File: src/rtl/adder_share_ctrl.sv
// adder_share_ctrl
// Time-shares one enable/ready adder/subtractor between two requesters
// (port 0 = ALU, port 1 = address/PC unit). The winning requester's operands
// are captured at grant. The adder is enabled until it reports ready or the
// wait times out. The sum and carry are then returned with a one-cycle done
// pulse to the served port.
//
// Ports:
//   clk, rst_n              clock, asynchronous active-low reset
//   req0/a0/b0/sub0/done0   requester port 0 (req held until done0)
//   req1/a1/b1/sub1/done1   requester port 1 (req held until done1)
//   add_en/add_a/add_b/add_cin            drive to the shared adder
//   add_out/add_cout/add_ready            response from the shared adder
//   result, carry, err      latched completion data, held until next completion
//   busy                    high while an operation is in ISSUE or DONE
//   grant                   port currently or last served
module adder_share_ctrl #(
    parameter int WIDTH   = 16,
    parameter int TIMEOUT = 15
) (
    input  logic             clk,
    input  logic             rst_n,
    input  logic             req0,
    input  logic [WIDTH-1:0] a0,
    input  logic [WIDTH-1:0] b0,
    input  logic             sub0,
    output logic             done0,
    input  logic             req1,
    input  logic [WIDTH-1:0] a1,
    input  logic [WIDTH-1:0] b1,
    input  logic             sub1,
    output logic             done1,
    output logic             add_en,
    output logic [WIDTH-1:0] add_a,
    output logic [WIDTH-1:0] add_b,
    output logic             add_cin,
    input  logic [WIDTH-1:0] add_out,
    input  logic             add_cout,
    input  logic             add_ready,
    output logic [WIDTH-1:0] result,
    output logic             carry,
    output logic             err,
    output logic             busy,
    output logic             grant
);

    typedef enum logic [1:0] {
        S_IDLE  = 2'd0,
        S_ISSUE = 2'd1,
        S_DONE  = 2'd2
    } state_t;

    // Last ISSUE cycle index: the wait counter starts at 0 on the first
    // ISSUE cycle, so add_en stays high for exactly TIMEOUT cycles.
    localparam logic [7:0] CNT_LAST = 8'(TIMEOUT - 1);

    state_t           state_q, state_d;
    logic             grant_q, grant_d;
    logic             prio_q, prio_d;
    logic [7:0]       cnt_q, cnt_d;
    logic [WIDTH-1:0] add_a_q, add_a_d;
    logic [WIDTH-1:0] add_b_q, add_b_d;
    logic             add_cin_q, add_cin_d;
    logic [WIDTH-1:0] result_q, result_d;
    logic             carry_q, carry_d;
    logic             err_q, err_d;
    logic             sel;

    // State register
    always_ff @(posedge clk or negedge rst_n) begin
        if (!rst_n) begin
            state_q   <= S_IDLE;
            grant_q   <= 1'b0;
            prio_q    <= 1'b0;
            cnt_q     <= '0;
            add_a_q   <= '0;
            add_b_q   <= '0;
            add_cin_q <= 1'b0;
            result_q  <= '0;
            carry_q   <= 1'b0;
            err_q     <= 1'b0;
        end else begin
            state_q   <= state_d;
            grant_q   <= grant_d;
            prio_q    <= prio_d;
            cnt_q     <= cnt_d;
            add_a_q   <= add_a_d;
            add_b_q   <= add_b_d;
            add_cin_q <= add_cin_d;
            result_q  <= result_d;
            carry_q   <= carry_d;
            err_q     <= err_d;
        end
    end

    // Next-state logic
    always_comb begin
        state_d   = state_q;
        grant_d   = grant_q;
        prio_d    = prio_q;
        cnt_d     = cnt_q;
        add_a_d   = add_a_q;
        add_b_d   = add_b_q;
        add_cin_d = add_cin_q;
        result_d  = result_q;
        carry_d   = carry_q;
        err_d     = err_q;
        sel       = 1'b0;

        case (state_q)
            S_IDLE: begin
                if (req0 || req1) begin
                    // Contention goes to the priority pointer (the port not
                    // served last); a lone request always wins.
                    sel       = (req0 && req1) ? prio_q : req1;
                    grant_d   = sel;
                    add_a_d   = sel ? a1 : a0;
                    add_b_d   = sel ? b1 : b0;
                    add_cin_d = sel ? sub1 : sub0;
                    cnt_d     = '0;
                    state_d   = S_ISSUE;
                end
            end
            S_ISSUE: begin
                if (add_ready) begin
                    result_d = add_out;
                    carry_d  = add_cout;
                    err_d    = 1'b0;
                    state_d  = S_DONE;
                end else if (cnt_q == CNT_LAST) begin
                    result_d = '0;
                    carry_d  = 1'b0;
                    err_d    = 1'b1;
                    state_d  = S_DONE;
                end else begin
                    cnt_d = cnt_q + 8'd1;
                end
            end
            S_DONE: begin
                prio_d  = ~grant_q;
                cnt_d   = '0;
                state_d = S_IDLE;
            end
            default: state_d = S_IDLE;
        endcase
    end

    // Outputs
    always_comb begin
        add_en = (state_q == S_ISSUE);
        busy   = (state_q == S_ISSUE) || (state_q == S_DONE);
        done0  = (state_q == S_DONE) && !grant_q;
        done1  = (state_q == S_DONE) &&  grant_q;
    end

    assign add_a   = add_a_q;
    assign add_b   = add_b_q;
    assign add_cin = add_cin_q;
    assign result  = result_q;
    assign carry   = carry_q;
    assign err     = err_q;
    assign grant   = grant_q;

endmodule

File: config.mk
export PLATFORM = sky130hd
export DESIGN_NAME = adder_share_ctrl
export DESIGN_NICKNAME = d
export VERILOG_FILES = /design/src/rtl/adder_share_ctrl.sv
export SDC_FILE = /design/constraint.sdc
export NUM_CORES = 1
export LEC_CHECK = 0
export CAP_MARGIN = 0
export CORE_UTILIZATION = 37
export CTS_CLUSTER_SIZE = 20
export DETAILED_ROUTE_END_ITERATION = 12
export PLACE_DENSITY = 0.77
export SETUP_SLACK_MARGIN = 0.1
export SYNTH_ARGS = -nofsm -noshare
export SYNTH_HDL_FRONTEND = slang
export SYNTH_SLANG_ARGS = --single-unit
File: constraint.sdc
create_clock -name clk -period 2.1 [get_ports clk]
set_input_delay 0.315 -clock clk [delete_from_list [all_inputs] [get_ports clk]]
set_output_delay 0.315 -clock clk [all_outputs]
set_load 0.01 [all_outputs]
==> results of run 1 <==
## worst reg2reg max path, stage by stage (launching register included)
cell	delay, ns
dfrtp_1	0.41
buf_4	0.15
ha_4	0.15
and2_1	0.15
or3_4	0.39
or4b_4	0.49
o211ai_1	0.10
## worst paths after layout
| path | from | to | slack (ns) | cells after the start |
|---|---|---|---|---|
| worst max register to register | state_q[0] | cnt_q[7] | 0.18 | 6 |
| worst max-delay path | state_q[1] | busy | 0.17 | 3 |
| worst min register to register | add_b[14] | add_b[14] | 0.48 | 2 |
| max in group asynchronous | rst_n | add_a[1] | 1.30 | 3 |
| min in group asynchronous | rst_n | state_q[0] | 0.51 | 3 |
| worst min-delay path | add_b[14] | add_b[14] | 0.48 | 2 |
## where the power goes
| part | total, W | switching, W | internal (W) | leakage, nW |
|---|---|---|---|---|
| Clock | 0.00105 | 0.000495 | 0.000556 | 0.0973 |
| Sequential | 0.00205 | 0.000306 | 0.00174 | 0.790 |
| Combinational | 0.00299 | 0.00133 | 0.00166 | 1.29 |
## through the flow
step	setup TNS, ns	setup WS [ns]	instance area (µm²)
2_1_floorplan	0	0.0994	2960
3_3_place_gp	0	0.0192	4590
3_5_place_dp	-0.0331	-0.0331	4590
4_1_cts	0	0.148	4840
5_1_grt	0	0.0925	4840
6_report	0	0.170	4840
## kinds of logic (layout without fill, tap and decap cells)
group,Yosys count,in the layout
flops,63,63
simple gates,75,76
fa+ha+maj,6,6
buf+inv,22,183
mux,34,34
compound gates,71,71
## flip-flops by register name, summed over array words and instances (netlist names), 2 cells and up
signal / flops
result: 16
state_q: 2
add_b: 16
add_a: 16
cnt_q: 8
## metal layers
layer | global-route usage [%] | routed length, µm
met5 | 0 | 0
met4 | 8.07 | 142
met2 | 33.8 | 3770
met3 | 8.33 | 738
met1 | 22.8 | 3060
## layout make-up
cell class | instances | share of cell area (%)
clock inverters | 6 | 1.42
multi-input cells | 187 | 27.3
inverters | 6 | 0.465
flip-flops and latches | 63 | 32.5
repair buffers | 161 | 33.0
well taps | 102 | 2.63
clock buffers | 10 | 2.63
## synthesized netlist by cell type (2+ instances only)
cell / count / area (µm²)
and3_1: 2 / 12.5
a22o_1: 11 / 96.3
inv_1: 6 / 22.5
and2_1: 2 / 12.5
a22o_2: 8 / 80.1
nand2b_1: 6 / 37.5
buf_2: 4 / 20.0
ha_1: 6 / 75.1
clkbuf_1: 10 / 37.5
o21ai_0: 45 / 225
nand3_1: 5 / 25.0
nand2_1: 42 / 158
dfrtp_1: 63 / 1580
mux2i_1: 34 / 340
nor2_1: 6 / 22.5
## what timing repair did
item	CTS	global route
resized for setup	6	1
endpoints found under the hold margin	58	0
cloned	1	0
buffers inserted	5	0
hold buffers	1	0
pin swaps	3	2
setup endpoints to repair	9	21
==> impl_metrics.csv, run 1 <==
group,metric,value,unit
status,status,"finished clean",
worst_setup_path,cp_slowest_cell,"clkdlybuf4s50_1",
cells_and_area,multi_input_area,1320,µm²
synthesis,synth.area.mux_share,11.6,%
sta,finalHoldViolations,0,
clocking,insertion_delay,0.34,ns
route,totalWireLength,7.71,mm
die,core,7690,µm²
global_route,grt-ovfl-total,0,
sta,worst_pin_slew,0.479,ns
synthesis,syn_area_per_cell,10.8,µm²
cells_and_area,seqCellArea,1580,µm²
synthesis,synthesis.nets,365,
min_path,hp-class,"flip-flop to flip-flop",
global_route,antenna_found_initial,0,
synthesis,netlist_area,2920,µm²
cells_and_area,antenna_cells,0,
route,vias_per_cell,4.87,
clocking,cts.sinks,63,
synthesis,synth_cells,271,
job,drv_cap,0,
cells_and_area,post-route-util,63.0,%
global_route,grt_max_degree,68,
global_route,grt_use_total,20.2,%
synthesis,synth-simple-area-share,13.0,%
worst_setup_path,slowest_delay,0.54,ns
die,start_util,38.0,%
cells_and_area,layout_commonest_cell,"clkdlybuf4s50_1",
sta,post-route-min-period,1.93,ns
cells_and_area,final_net_count,522,
clocking,htreeDepth,3,
synthesis,synth_fa_ha_area_share,2.57,%
power_and_ir_drop,p_leak,2.18,nW
synthesis,synth_top_family_by_area,"compound AO/OA/AOI/OAI gates",
route,first_pass_iters,4,
worst_setup_path,crit_buf_inv,2,
route,drcViolationCount,0,
worst_setup_path,crit_chain,"inv_2, ha_4, clkdlybuf4s50_1",
synthesis,ys_seq_elements,63,
power_and_ir_drop,finalPower,0.00608,W
cells_and_area,mostFrequentLayoutCells,"clkdlybuf4s50_1 (139), dfrtp_1 (63), nand2_1 (42), o21ai_0 (42), mux2i_1 (34)",
clocking,clk_pin_slew,0.07,ns
worst_setup_path,worstSetupStartpointType,"flip-flop",
sta,maxSlewHeadroom,68.0,%
worst_setup_path,endpoint_kind,"primary output",
place,dp_cells,512,
worst_setup_path,cpLargestDelayFamily,"buffers and inverters",
clocking,numCtsBuffers,9,
route,wl_per_cell,14.4,µm
synthesis,synth_edf_count,0,
cells_and_area,drive_above_1_share,13.2,%
worst_setup_path,cp_max_fo,4,
clocking,clockBufferDepth,2,
place,gp_congestion,0.847,
cells_and_area,fin_cells,535,
die,pin_count,144,
route,ant_nets,0,
synthesis,async_flop_share,100,%
place,io_buffers,143,
sta,setup_violations,0,
cells_and_area,area_delta_synth_final,65.6,%
cells_and_area,filler_cell_count,628,
die,die_area,8260,µm²
sta,finalCritPeriodShare,91.9,%
worst_setup_path,critPathRequiredTime,1.78,ns
die,die-width,90.9,µm
sta,hold_ws,0.479,ns
global_route,grt_pass1_wl,13.0,mm
synthesis,synth_xor_area_share,0,%
sta,finClkSkew,0.00736,ns
sta,maxSlewViolCount,0,
worst_setup_path,cp.arrival,1.61,ns
sta,rsz0062_at_grt,"true",
synthesis,synth_compound_area_share,15.7,%
sta,fmax,518,MHz
worst_setup_path,critical_path_class,"flip-flop to primary output",
clocking,cts_tree,"done",
die,fp.dieH,90.9,µm
die,rows,32,
clocking,ctsRootBufferMaster,"clkbuf_8",
power_and_ir_drop,pwr_density_cell,1260,nW/µm²
power_and_ir_drop,vdd_ir_drop_max,0.567,mV
global_route,grt_pass1_vias,2721,
synthesis,yosys_warnings,0,
place,place_hpwl,5.45,mm
route,vias,2608,
synthesis,synth_cell_types,36,
synthesis,synth_flop_cell,"dfrtp_1",
route,drt_iter0_drc,56,
synthesis,ys_seq_area_share,53.9,%
Power figures use the tool's default switching activity.
==> run 2: changes to the inputs <==
Settings changed: CORE_UTILIZATION 37 to 38, CTS_BUF_LIST set to sky130_fd_sc_hd__clkbuf_8, PLACE_DENSITY 0.77 to 0.79.
==> run 2 against run 1 <==
Sequential cell count did not move. Fmax fell by 2.3%. Combinational power rose by 2%. Critical path type is now flip-flop to flip-flop. Critical endpoint is now cnt_q[7]. Highest routed layer unchanged.
==> impl_metrics.csv, run 2 (synthesized netlist as in run 1, its figures left out) <==
group,metric,value,unit
sta,maxSlewHeadroom,69.8,%
clocking,ctsRootBufferMaster,"clkbuf_8",
global_route,grt-ovfl-total,0,
die,rows,31,
worst_setup_path,critPathRequiredTime,2.34,ns
sta,finalCritPeriodShare,94.0,%
route,wl_per_cell,14.6,µm
cells_and_area,filler_cell_count,572,
cells_and_area,antenna_cells,0,
sta,setup_ws,0.125,ns
place,place_ws,-0.0101,ns
worst_setup_path,r2r-start,"state_q[0]",
sta,fmax,506,MHz
global_route,antenna_found_initial,0,
global_route,grt_pass1_vias,2683,
clocking,htreeDepth,3,
worst_setup_path,cp_common_cell,"buf_6",
worst_setup_path,crit_path_end,"cnt_q[7]",
sta,rsz0062_at_grt,"true",
place,place_hpwl,5.70,mm
worst_setup_path,cp.arrival,2.21,ns
worst_setup_path,cp-startpoint,"state_q[0]",
cells_and_area,post-route-util,66.4,%
worst_setup_path,worst-path-stages,7,
route,drt_iter0_drc,64,
worst_setup_path,critical_path_class,"flip-flop to flip-flop",
cells_and_area,mostFrequentLayoutCells,"clkdlybuf4s50_1 (139), dfrtp_1 (62), nand2_1 (42)",
global_route,grt_use_total,20.1,%
clocking,cts_tree,"done",
worst_setup_path,cpLargestDelayFamily,"simple AND/OR/NAND/NOR gates",
worst_setup_path,crit_chain,"ha_4, buf_6, nor4b_4, buf_6, buf_4, or4b_2, o211ai_1",
die,start_util,39.9,%
sta,finClkSkew,0.00459,ns
power_and_ir_drop,finalPower,0.00611,W
clocking,clk_pin_slew,0.06,ns
die,die_area,8050,µm²
cells_and_area,multi_input_area,1350,µm²
sta,post-route-min-period,1.97,ns
worst_setup_path,cp_slowest_cell,"or4b_2",
power_and_ir_drop,pwr_density_cell,1250,nW/µm²
clocking,clockBufferDepth,2,
global_route,grt_max_degree,68,
power_and_ir_drop,p_leak,2.19,nW
cells_and_area,final_net_count,524,
sta,worst_pin_slew,0.453,ns
min_path,hp-class,"primary input to asynchronous set/reset pin",
job,drv_cap,0,
route,first_pass_iters,4,
route,drcViolationCount,0,
worst_setup_path,rrSetupSlack,0.13,ns
route,vias,2626,
die,pin_count,144,
worst_setup_path,worstSetupStartpointType,"flip-flop",
sta,maxSlewViolCount,0,
clocking,insertion_delay,0.32,ns
global_route,grt_pass1_wl,12.9,mm
place,io_buffers,143,
die,core,7330,µm²
clocking,numCtsBuffers,9,
worst_setup_path,slowest_delay,0.62,ns
route,totalWireLength,7.78,mm
worst_setup_path,cp_max_fo,13,
worst_setup_path,reg2regPathDepth,7,
worst_setup_path,worstReg2RegEnd,"cnt_q[7]",
sta,finalHoldViolations,0,
sta,setup_violations,0,
sta,finalSetupTns,0,ns
cells_and_area,area_delta_synth_final,66.6,%
cells_and_area,drive_above_1_share,14.3,%
cells_and_area,seqCellArea,1580,µm²
worst_setup_path,crit_buf_inv,3,
status,status,"finished clean",
cells_and_area,layout_commonest_cell,"clkdlybuf4s50_1",
power_and_ir_drop,vdd_ir_drop_max,0.554,mV
route,vias_per_cell,4.94,
die,die-width,89.7,µm
sta,hold_ws,0.469,ns
clocking,cts.sinks,63,
worst_setup_path,endpoint_kind,"flip-flop",
die,fp.dieH,89.7,µm
place,gp_congestion,0.825,
route,ant_nets,0,
[run 2: final cells by class]
| cell class | count | area share (%) |
|---|---|---|
| clock buffers | 10 | 2.83 |
| clock inverters | 4 | 0.976 |
| inverters | 6 | 0.462 |
| multi-input cells | 188 | 27.6 |
| flip-flops and latches | 63 | 32.4 |
| well taps | 99 | 2.54 |
| repair buffers | 162 | 33.2 |
[run 2: layer usage]
metal	GRT usage [%]	vias up	wire length [µm]
met1	24.7	1232	3260
met2	32.1	116	3760
li1	-	1273	-
met5	0	-	0
met4	6.56	0	62
met3	8.21	5	695
[run 2: power breakdown]
group | switching [W] | internal, W
registers | 0.000316 | 0.00175
logic | 0.00135 | 0.00170
clock network | 0.000431 | 0.000563
[run 2: per-stage QoR]
stage          instances  instance area, µm²
6_report             532                4870
5_1_grt              532                4870
4_1_cts              529                4830
3_5_place_dp         510                4590
3_3_place_gp         510                4590
2_1_floorplan        271                2960
[run 2: worst register-to-register path, stage by stage, from the launching register on]
cell and delay [ns]:
dfrtp_2 0.44, ha_4 0.17, buf_6 0.14, nor4b_4 0.13, buf_6 0.15, buf_4 0.14
or4b_2 0.62, o211ai_1 0.10
[run 2: repair_timing]
item / CTS / global route
setup endpoints to repair: 26 / 27
gates cloned: 0 / 2
endpoints found under the hold margin: 17 / 0
resized for setup: 5 / 9
pin swaps: 2 / 4
hold buffers: 1 / 0
setup buffers: 4 / 1
[run 2: how the worst min path moves through the flow]
| stage | from | to | depth (start not counted) |
|---|---|---|---|
| floorplan | rst_n | add_a[0] | 0 |
| global placement | rst_n | cnt_q[6] | 1 |
| detailed placement | rst_n | cnt_q[6] | 1 |
| CTS | rst_n | grant | 2 |
| global route | rst_n | grant | 2 |
| finish | rst_n | cnt_q[6] | 2 |
